[src/rtl/anton_neopixel_bus_arbiter.sv]
// -----------------------------------------------------------------------------
// anton_neopixel_bus_arbiter
//
// Purpose:
//   Shares one neopixel register bus between two requesters (A and B).
//   Round-robin arbitration with optional locked bursts, single-cycle bus
//   strobes and a programmable read latency.
//
// Ports:
//   busClk, busResetN               clock, asynchronous active-low reset
//   reqX, lockX, addrX, dataInX,    requester X (X = A/B) request, burst lock,
//   writeX, readX                   address, write data and operation
//   grantX, ackX, dataOutX          X owns the bus, 1-cycle completion pulse,
//                                   last read data for X
//   busAddr, busDataIn,             shared bus address / write data / strobes
//   busWrite, busRead, busDataOut   and read data returned by the bus
//   busy                            high whenever the FSM is not IDLE
//   dbg_state                       current FSM state (IDLE/ACCESS/WAIT/DONE)
//
// Handshake:
//   A requester raises reqX with its fields and holds them until ackX.
//   The fields are latched once (in IDLE, or in DONE for a burst follow-on),
//   so later changes are ignored. ackX is a one-cycle pulse that is only
//   ever high while grantX is high; dropping reqX early never aborts the
//   transaction in flight. When both writeX and readX are set the access is
//   a write; with neither set the transaction acks without a bus strobe.
// -----------------------------------------------------------------------------
module anton_neopixel_bus_arbiter #(
  parameter int ADDR_BITS    = 18,
  parameter int READ_LATENCY = 1,
  parameter int MAX_BURST    = 16
) (
  input  logic                 busClk,
  input  logic                 busResetN,
  input  logic                 reqA,
  input  logic                 lockA,
  input  logic [ADDR_BITS-1:0] addrA,
  input  logic [7:0]           dataInA,
  input  logic                 writeA,
  input  logic                 readA,
  input  logic                 reqB,
  input  logic                 lockB,
  input  logic [ADDR_BITS-1:0] addrB,
  input  logic [7:0]           dataInB,
  input  logic                 writeB,
  input  logic                 readB,
  output logic                 grantA,
  output logic                 ackA,
  output logic [7:0]           dataOutA,
  output logic                 grantB,
  output logic                 ackB,
  output logic [7:0]           dataOutB,
  output logic [ADDR_BITS-1:0] busAddr,
  output logic [7:0]           busDataIn,
  output logic                 busWrite,
  output logic                 busRead,
  input  logic [7:0]           busDataOut,
  output logic                 busy,
  output logic [1:0]           dbg_state
);

  typedef enum logic [1:0] {
    IDLE   = 2'd0,
    ACCESS = 2'd1,
    WAIT   = 2'd2,
    DONE   = 2'd3
  } state_t;

  // Index of the last WAIT cycle; WAIT is never entered when READ_LATENCY=0.
  localparam int            LW        = (READ_LATENCY > 0) ? READ_LATENCY - 1 : 0;
  localparam logic [2:0]    LAST_WAIT = 3'(LW);
  localparam logic [7:0]    MAX_B     = 8'(MAX_BURST);

  state_t                 state_q, state_d;
  logic                   grant_a_q, grant_a_d;
  logic                   grant_b_q, grant_b_d;
  logic                   last_b_q, last_b_d;     // 1: B was granted last
  logic [7:0]             burst_cnt_q, burst_cnt_d;
  logic [2:0]             wait_cnt_q, wait_cnt_d;
  logic [ADDR_BITS-1:0]   addr_q, addr_d;
  logic [7:0]             wdata_q, wdata_d;
  logic                   wr_q, wr_d;
  logic                   rd_q, rd_d;
  logic [7:0]             dout_a_q, dout_a_d;
  logic [7:0]             dout_b_q, dout_b_d;

  // Arbitration and field-latch selection.
  logic                   pick_b;
  logic                   lat_b;
  logic [ADDR_BITS-1:0]   lat_addr;
  logic [7:0]             lat_data;
  logic                   lat_wr;
  logic                   lat_rd;
  logic                   own_req;
  logic                   own_lock;

  // On a tie the requester not granted last wins.
  assign pick_b   = reqB & (~reqA | ~last_b_q);
  // New fields come from the fresh winner in IDLE, else from the burst owner.
  assign lat_b    = (state_q == IDLE) ? pick_b : grant_b_q;
  assign lat_addr = lat_b ? addrB   : addrA;
  assign lat_data = lat_b ? dataInB : dataInA;
  assign lat_wr   = lat_b ? writeB  : writeA;
  // Write takes precedence when both operations are requested.
  assign lat_rd   = lat_b ? (readB & ~writeB) : (readA & ~writeA);
  assign own_req  = grant_b_q ? reqB  : reqA;
  assign own_lock = grant_b_q ? lockB : lockA;

  always_comb begin
    state_d     = state_q;
    grant_a_d   = grant_a_q;
    grant_b_d   = grant_b_q;
    last_b_d    = last_b_q;
    burst_cnt_d = burst_cnt_q;
    wait_cnt_d  = wait_cnt_q;
    addr_d      = addr_q;
    wdata_d     = wdata_q;
    wr_d        = wr_q;
    rd_d        = rd_q;
    dout_a_d    = dout_a_q;
    dout_b_d    = dout_b_q;

    case (state_q)
      IDLE: begin
        if (reqA || reqB) begin
          grant_a_d   = ~pick_b;
          grant_b_d   = pick_b;
          addr_d      = lat_addr;
          wdata_d     = lat_data;
          wr_d        = lat_wr;
          rd_d        = lat_rd;
          burst_cnt_d = 8'd1;
          state_d     = ACCESS;
        end
      end

      ACCESS: begin
        wait_cnt_d = 3'd0;
        if (rd_q) begin
          if (READ_LATENCY == 0) begin
            if (grant_b_q) dout_b_d = busDataOut;
            else           dout_a_d = busDataOut;
            state_d = DONE;
          end else begin
            state_d = WAIT;
          end
        end else begin
          // Write, or no operation at all: complete straight away.
          state_d = DONE;
        end
      end

      WAIT: begin
        if (wait_cnt_q == LAST_WAIT) begin
          if (grant_b_q) dout_b_d = busDataOut;
          else           dout_a_d = busDataOut;
          state_d = DONE;
        end else begin
          wait_cnt_d = wait_cnt_q + 3'd1;
        end
      end

      DONE: begin
        if (own_lock && own_req && (burst_cnt_q < MAX_B)) begin
          addr_d      = lat_addr;
          wdata_d     = lat_data;
          wr_d        = lat_wr;
          rd_d        = lat_rd;
          burst_cnt_d = burst_cnt_q + 8'd1;
          state_d     = ACCESS;
        end else begin
          last_b_d    = grant_b_q;
          grant_a_d   = 1'b0;
          grant_b_d   = 1'b0;
          burst_cnt_d = 8'd0;
          state_d     = IDLE;
        end
      end

      default: state_d = IDLE;
    endcase
  end

  always_ff @(posedge busClk or negedge busResetN) begin
    if (!busResetN) begin
      state_q     <= IDLE;
      grant_a_q   <= 1'b0;
      grant_b_q   <= 1'b0;
      last_b_q    <= 1'b1;
      burst_cnt_q <= 8'd0;
      wait_cnt_q  <= 3'd0;
      addr_q      <= '0;
      wdata_q     <= 8'd0;
      wr_q        <= 1'b0;
      rd_q        <= 1'b0;
      dout_a_q    <= 8'd0;
      dout_b_q    <= 8'd0;
    end else begin
      state_q     <= state_d;
      grant_a_q   <= grant_a_d;
      grant_b_q   <= grant_b_d;
      last_b_q    <= last_b_d;
      burst_cnt_q <= burst_cnt_d;
      wait_cnt_q  <= wait_cnt_d;
      addr_q      <= addr_d;
      wdata_q     <= wdata_d;
      wr_q        <= wr_d;
      rd_q        <= rd_d;
      dout_a_q    <= dout_a_d;
      dout_b_q    <= dout_b_d;
    end
  end

  // Strobes are decoded from registered state, so they are only high in
  // ACCESS and drop immediately with an asynchronous reset.
  assign busWrite  = (state_q == ACCESS) & wr_q;
  assign busRead   = (state_q == ACCESS) & rd_q;
  assign busAddr   = addr_q;
  assign busDataIn = wdata_q;
  assign grantA    = grant_a_q;
  assign grantB    = grant_b_q;
  assign ackA      = (state_q == DONE) & grant_a_q;
  assign ackB      = (state_q == DONE) & grant_b_q;
  assign dataOutA  = dout_a_q;
  assign dataOutB  = dout_b_q;
  assign busy      = (state_q != IDLE);
  assign dbg_state = state_q;

endmodule

[config.mk]
export PLATFORM = sky130hd
export DESIGN_NAME = anton_neopixel_bus_arbiter
export DESIGN_NICKNAME = d
export VERILOG_FILES = /design/src/rtl/anton_neopixel_bus_arbiter.sv
export SDC_FILE = /design/constraint.sdc
export NUM_CORES = 1
export LEC_CHECK = 0
export ABC_CLOCK_PERIOD_IN_PS = 3100
export CAP_MARGIN = 20
export CORE_MARGIN = 2
export CORE_UTILIZATION = 40
export CTS_CLUSTER_SIZE = 24
export DETAILED_ROUTE_END_ITERATION = 10
export GPL_TIMING_DRIVEN = 0
export PLACE_DENSITY = 0.75
export SLEW_MARGIN = 20
export SYNTH_ARGS = -nofsm -noshare
export SYNTH_HDL_FRONTEND = slang
export SYNTH_SLANG_ARGS = --single-unit
export TNS_END_PERCENT = 10
[constraint.sdc]
create_clock -name busClk -period 3.1 [get_ports busClk]
set_input_delay 0.62 -clock busClk [delete_from_list [all_inputs] [get_ports busClk]]
set_output_delay 0.62 -clock busClk [all_outputs]
set_load 0.02 [all_outputs]
==> impl_metrics.tcl <==
set metrics [dict create \
    max_cap_viol_count 0 \
    die_h_um 90.9 \
    crit_cells 4 \
    antenna-diode-count 0 \
    drt_pre_antenna_iters 4 \
    reg2regPathDepth 6 \
    critical_path.startpoint "dbg_state[1]" \
    clkPwrFrac_pct 14.3 \
    slew_violations 0 \
    first_pass_grt_wire_length_mm 11.5 \
    critical_path.max_fanout 5 \
    comb_power_share_pct 57.7 \
    timing.critical_path.slowest_cell_delay_ns 0.61 \
    fp.coreArea_um2 7290 \
    layout.cells.most_common "sky130_fd_sc_hd__clkdlybuf4s50_1" \
    grt_remaining_overflow 0 \
    global_route.usage.met2_pct 29.1 \
    pwr-share-seq_pct 28.0 \
    ys_seq_area_share_pct 49.7 \
    p_int_mw 3.07 \
    initial_core_util_pct 41.5 \
    r2r_slack_ns 0.73 \
    drt_first_iter_violations 67 \
    powerDensity_nw_per_um2 1050 \
    critical_path.reg2reg.startpoint "dbg_state[0]" \
    area_delta_synth_final_pct 51.0 \
    port_buffers 120 \
    critPathArrivalTime_ns 1.92 \
    hold_slack_ns 0.0727 \
    cts_setup_buffers 0 \
    slew-limit-headroom_pct 50.6 \
    antenna_found_initial 0 \
    cts_max_path_buffers 2 \
    worstSkewPairLatency_ns 0.34 \
    clkTransAtPathRegs_ns 0.07 \
    drc_errors 0 \
    cp_data_required_time_ns 2.48 \
    drt_wirelength_mm 6.75 \
    dp_hpwl_mm 4.98 \
    design.die.area_um2 8270 \
    critical-path-top-delay-family "buffers and inverters" \
    worst_path_max_delay_cell "sky130_fd_sc_hd__clkdlybuf4s50_1" \
    report.final.hold_viol_count 0 \
    synth.lib_cells_used.distinct 39 \
    drtAntennaViolNets 0 \
    synth_warnings 0 \
    tritoncts_clock_tree "built" \
    final_layout_net_count 434 \
    gr-max-usage-layer "met2" \
    post_drt_wl_per_cell_um 14.7 \
    grt_start_max_net_pins 58 \
    p_switching_mw 1.74 \
    rows 31 \
    clock_sinks 60 \
    clock_tree.root_cell "sky130_fd_sc_hd__clkbuf_8" \
    switching_share_pct 36.2 \
    regArea_um2 1500 \
    ios 121 \
    status "completed" \
    cts-buffers-inserted 9 \
    synth.cell_area_um2 3020 \
    path_cells "inv_1 > ha_1 > and2_1 > clkdlybuf4s50_1" \
    path_class "flip-flop to primary output" \
    path_buf_inv 2 \
    hp-class "primary input to asynchronous set/reset pin" \
    met3_usage_pct 7.22 \
    grt_pass1_vias 2442 \
    cts.repair.resized 0 \
    share_of_layout_cells_above_drive_strength_1_pct 27.8 \
    post_synth_inst_count 224 \
    chipWidth_um 90.9 \
    synth_async_sr_flop_share_pct 100 \
    mostFrequentLayoutCells "119 x sky130_fd_sc_hd__clkdlybuf4s50_1, 59 x sky130_fd_sc_hd__dfrtp_1, 51 x sky130_fd_sc_hd__mux2_2" \
    clock_skew_ns 0.00664 \
    fmax_ghz 0.393 \
    vias_per_std_cell 4.89 \
    grt_use_met1_pct 20.6 \
    cts.hold.buffers_added 0 \
    summed_negative_setup_slack_over_all_endpoints_ns 0 \
    critical_path.startpoint_type "flip-flop" \
    synth_nets 302 \
    number_of_enable_flip_flop_cells_after_synthesis 0 \
    fill_cell_count 635 \
    power.ir.vdd_worst_mv 0.552 \
    track_usage_pct 17.6 \
    ys_seq_elements 60 \
    p_leak_nw 1.98 \
    multi_input_gate_area_um2 1420 \
    routed-via-count 2243 \
    cp-endpoint "busRead" \
    timing.final.crit_period_ns 2.54 \
    synth_ff_type "sky130_fd_sc_hd__dfrtp_1" \
    number_of_levels_in_the_clock_h_tree 3 \
    tightest_slew_ns 0.738 \
    finalSetupViolCount 0 \
    unrepaired_setup_endpoints_after_global_routing "false" \
    post-route-period-util_pct 82.0 \
    setup.worst_path.end_class "primary output" \
    reg2reg_to "busAddr[11]" \
    gpl.final_weighted_congestion 0.826 \
    synthesized_area_per_cell_um2 13.5 \
]
==> registers in the layout, summed over array words and instances, names as in the netlist, 2 cells and up <==
register     cells
dataOutA         8
burst_cnt_q      8
wait_cnt_q       3
busAddr         18
dataOutB         8
dbg_state        2
busDataIn        8
==> synthesized netlist by cell type, drive strengths merged (2+ instances only) <==
library cell | instances | share of area (%)
inv | 8 | 0.99
nor3b | 3 | 1.1
mux2 | 71 | 29
and2 | 5 | 1.0
dfrtp | 59 | 49
and3 | 2 | 0.41
ha | 8 | 3.3
nor2 | 12 | 1.5
nand3 | 2 | 0.33
a22o | 3 | 0.87
nand2 | 8 | 0.99
mux2i | 4 | 1.7
nand2b | 2 | 0.41
buf | 8 | 2.2
o21ai | 6 | 0.99
a21o | 3 | 0.74
a21oi | 3 | 0.62
a31oi | 2 | 0.41
nor2b | 2 | 0.41
nor4 | 2 | 0.41
==> cells by family after synthesis <==
group | Yosys count | synth area share (%)
multiplexers | 75 | 30.4
AO/OA/AOI/OAI | 22 | 5.42
adder cells (fa/ha/maj) | 8 | 3.31
AND/OR/NAND/NOR | 43 | 7.91
buffers and inverters | 16 | 3.23
flip-flops | 60 | 49.7
==> power by group through the flow <==
stage / Sequential [mW] / Clock [mW] / Combinational [mW]
global placement: 1.34 / 0 / 2.76
CTS: 1.35 / 0.708 / 2.82
floorplan: 1.71 / 0 / 1.39
finish: 1.34 / 0.690 / 2.77
global route: 1.39 / 0.750 / 2.98
detailed placement: 1.35 / 0 / 2.81
==> layout make-up <==
class | instances | share of cell area [%]
Sequential cell | 60 | 32.9
Multi-Input combinational cell | 148 | 31.2
Timing Repair Buffer | 121 | 26.9
Clock buffer | 10 | 3.02
Tap cell | 99 | 2.71
Buffer | 8 | 1.48
Clock inverter | 5 | 1.15
Inverter | 8 | 0.658
==> how the worst min path moves through the flow <==
stage                               from              to  slack (ns)  cells after the start
final                          busResetN     busAddr[16]        0.07                      1
after global routing           busResetN     busAddr[16]        0.05                      1
after CTS                      busResetN     busAddr[16]        0.06                      1
after detailed placement       busResetN     busAddr[16]        0.43                      1
after global placement    burst_cnt_q[7]  burst_cnt_q[7]        0.48                      2
after floorplan                busResetN  burst_cnt_q[0]        0.32                      0
==> worst reg2reg max path: stages, from the launching register on <==
cell and delay, ns:
sky130_fd_sc_hd__dfrtp_1 0.43, sky130_fd_sc_hd__inv_1 0.13, sky130_fd_sc_hd__ha_1 0.31, sky130_fd_sc_hd__mux2i_4 0.52, sky130_fd_sc_hd__buf_6 0.25, sky130_fd_sc_hd__mux2_2 0.36
sky130_fd_sc_hd__mux2_4 0.26
==> layer usage <==
metal	wire, µm	share of wire [%]	vias up
met5	0	0	-
li1	-	-	1059
met3	512	7.6	12
met1	2820	42	1095
met2	3270	48	77
met4	140	2.1	0
==> stage by stage <==
stage	std cells	setup slack (ns)	power, mW	util [%]	cell area, µm²
after CTS	459	0.518	4.88	62.6	4560
after detailed placement	444	0.371	4.15	60.0	4370
after global placement	443	-0.517	4.10	59.6	4350
final	459	0.557	4.81	62.6	4560
after global routing	459	0.434	5.12	62.6	4560
after floorplan	224	0.904	3.10	-	3020
No activity file was read; power rests on OpenSTA's default activity.
==> variant, RTL diff (config.mk and constraints unchanged) <==
Change the parameter `ADDR_BITS` from 18 to 36.
--- a/src/rtl/anton_neopixel_bus_arbiter.sv
+++ b/src/rtl/anton_neopixel_bus_arbiter.sv
@@ -28,3 +28,3 @@
 module anton_neopixel_bus_arbiter #(
-  parameter int ADDR_BITS    = 18,
+  parameter int ADDR_BITS    = 36,
   parameter int READ_LATENCY = 1,
Interface: changed (resized addrA, addrB and busAddr); port bits go from 121 to 175. No check against the original RTL was run, so the function may have changed too.
==> variant against the unedited design <==
- power is 35% higher
- routed wire length increased by 44%
- worst setup slack worse by 54 ps
- utilization is 0.49 points higher
- synthesized area is 32% higher
- sequential cell count grew 18
- design area is 34% higher
==> variant: results (changes against the unedited design) <==
- P_leak: 2.603 nW (was 1.984 nW)
- Mapped Nets: 394 (was 302)
- Initial detailed-routing violation count: 51 (was 67)
- GR Util met1: 23.48% (was 20.63%)
- Detailed placement HPWL: 7511 um (was 4976 um)
- R2R setup slack: 670 ps (was 730 ps)
- Syn Area/Cell: 14.29 um^2 (was 13.50 um^2)
- DRT met1 WL: 4234 um (was 2823 um)
- Delay-heaviest family, CP: buffers and inverters (unchanged)
- First-pass GRT wire length: 16,160 um (was 11,510 um)
- Clock skew: 11.98 ps (was 6.641 ps)
- Sequential power: 1.75 mW (was 1.34 mW)
- Hold_ws: 238.6 ps (was 72.75 ps)
- Critical path capture point: busRead (unchanged)
- Relative slew slack: 51.21% (was 50.63%)
- Number of fill cells in the layout: 796 (was 635)
- Psw: 2.323 mW (was 1.740 mW)
- Cells after DPL: 588 (was 444)
- Routed wl met2: 4716 um (was 3273 um)
- Share of cells above drive strength 1: 30.57% (was 27.78%)
- Nets: 580 (was 434)
- Worst Path Arrival: 1980 ps (was 1920 ps)
- Synth unique cells: 42 (was 39)
- Internal power: 4.148 mW (was 3.068 mW)
- Critical-path cell with the highest stage delay: clkdlybuf4s50_1 (unchanged)
- Worst-case reg-to-reg path depth: 7 (was 6)
- Final wirelength: 9711 um (was 6749 um)
- Proportion of synthesized area in mux cells: 33.68% (was 30.42%)
- Commonest cells in the netlist: 77 x dfrtp_1, 76 x mux2_2, 30 x mux2_4, 9 x inv_1 (was 59 x dfrtp_1, 51 x mux2_2, 18 x mux2_4, 12 x nor2_1)
- Clk pwr share: 12.2% (was 14.3%)
- Max Fclk: 385.0 MHz (was 393.2 MHz)
- Max reg flops: 36 (was 18)
- Met2 Resource Use GR: 31.06% (was 29.07%)
- Met3 usage in global routing: 6.328% (was 7.220%)
- PortBufs: 174 (was 120)
- Synth top area cells: dfrtp_1 48%, mux2_2 21%, mux2_4 11%, ha_1 2.5%, buf_12 2.0% (was dfrtp_1 49%, mux2_2 19%, mux2_4 8.9%, ha_1 3.3%, buf_6 1.5%)
- Synth Area in Compound Gates: 5.222% (was 5.422%)
- Worst-Skew Late Latency: 340 ps (about the same)
- Largest net degree at the start of global routing: 41 (was 58)
- Status: finished clean (unchanged)
- Via density: 4.848 (was 4.887)
- RR Endpoint: busAddr[9]$_DFFE_PN0P_ (was busAddr[11]$_DFFE_PN0P_)
- Dpl ws: 208.1 ps (was 371.4 ps)
- Largest vdd supply drop: 667.3 uV (was 551.7 uV)
- Worst path max stage delay: 650 ps (was 610 ps)
- Vias in the first global route: 3,082 (was 2,442)
- GP Congestion: 0.8159 (was 0.8261)
- GRT Overall Usage: 18.57% (was 17.60%)
- Register area share after synthesis: 48.81% (was 49.71%)
- Post-synthesis adder-cell area fraction: 2.502% (was 3.311%)
- Avg WL per Cell: 16.08 um (was 14.70 um)
- Met3 WL: 646 um (was 512 um)
==> variant: changes by cell type in the layout (fill, tap and decap cells not counted), sizes merged, moves of 3 or more <==
cell | unedited run | this run
nor2 | 12 | 6
buf | 10 | 14
mux2 | 71 | 107
clkinv | 3 | 0
clkdlybuf4s50 | 119 | 173
dfrtp | 59 | 77
==> variant: cell type report <==
| cell class | count | area share, % |
|---|---|---|
| flip-flops and latches | 78 | 31.83 |
| multi-input cells | 181 | 30.75 |
| repair buffers | 175 | 28.67 |
| well taps | 133 | 2.712 |
| clock buffers | 12 | 2.529 |
| plain buffers | 12 | 2.080 |
| clock inverters | 4 | 0.8768 |
| inverters | 9 | 0.5506 |
==> variant: stage by stage <==
| step | TNS (ps) | instance area, um^2 |
|---|---|---|
| 2_1_floorplan | 0 | 4001 |
| 3_3_place_gp | -106000 | 5909 |
| 3_5_place_dp | 0 | 5927 |
| 4_1_cts | 0 | 6136 |
| 5_1_grt | 0 | 6136 |
| 6_report | 0 | 6136 |
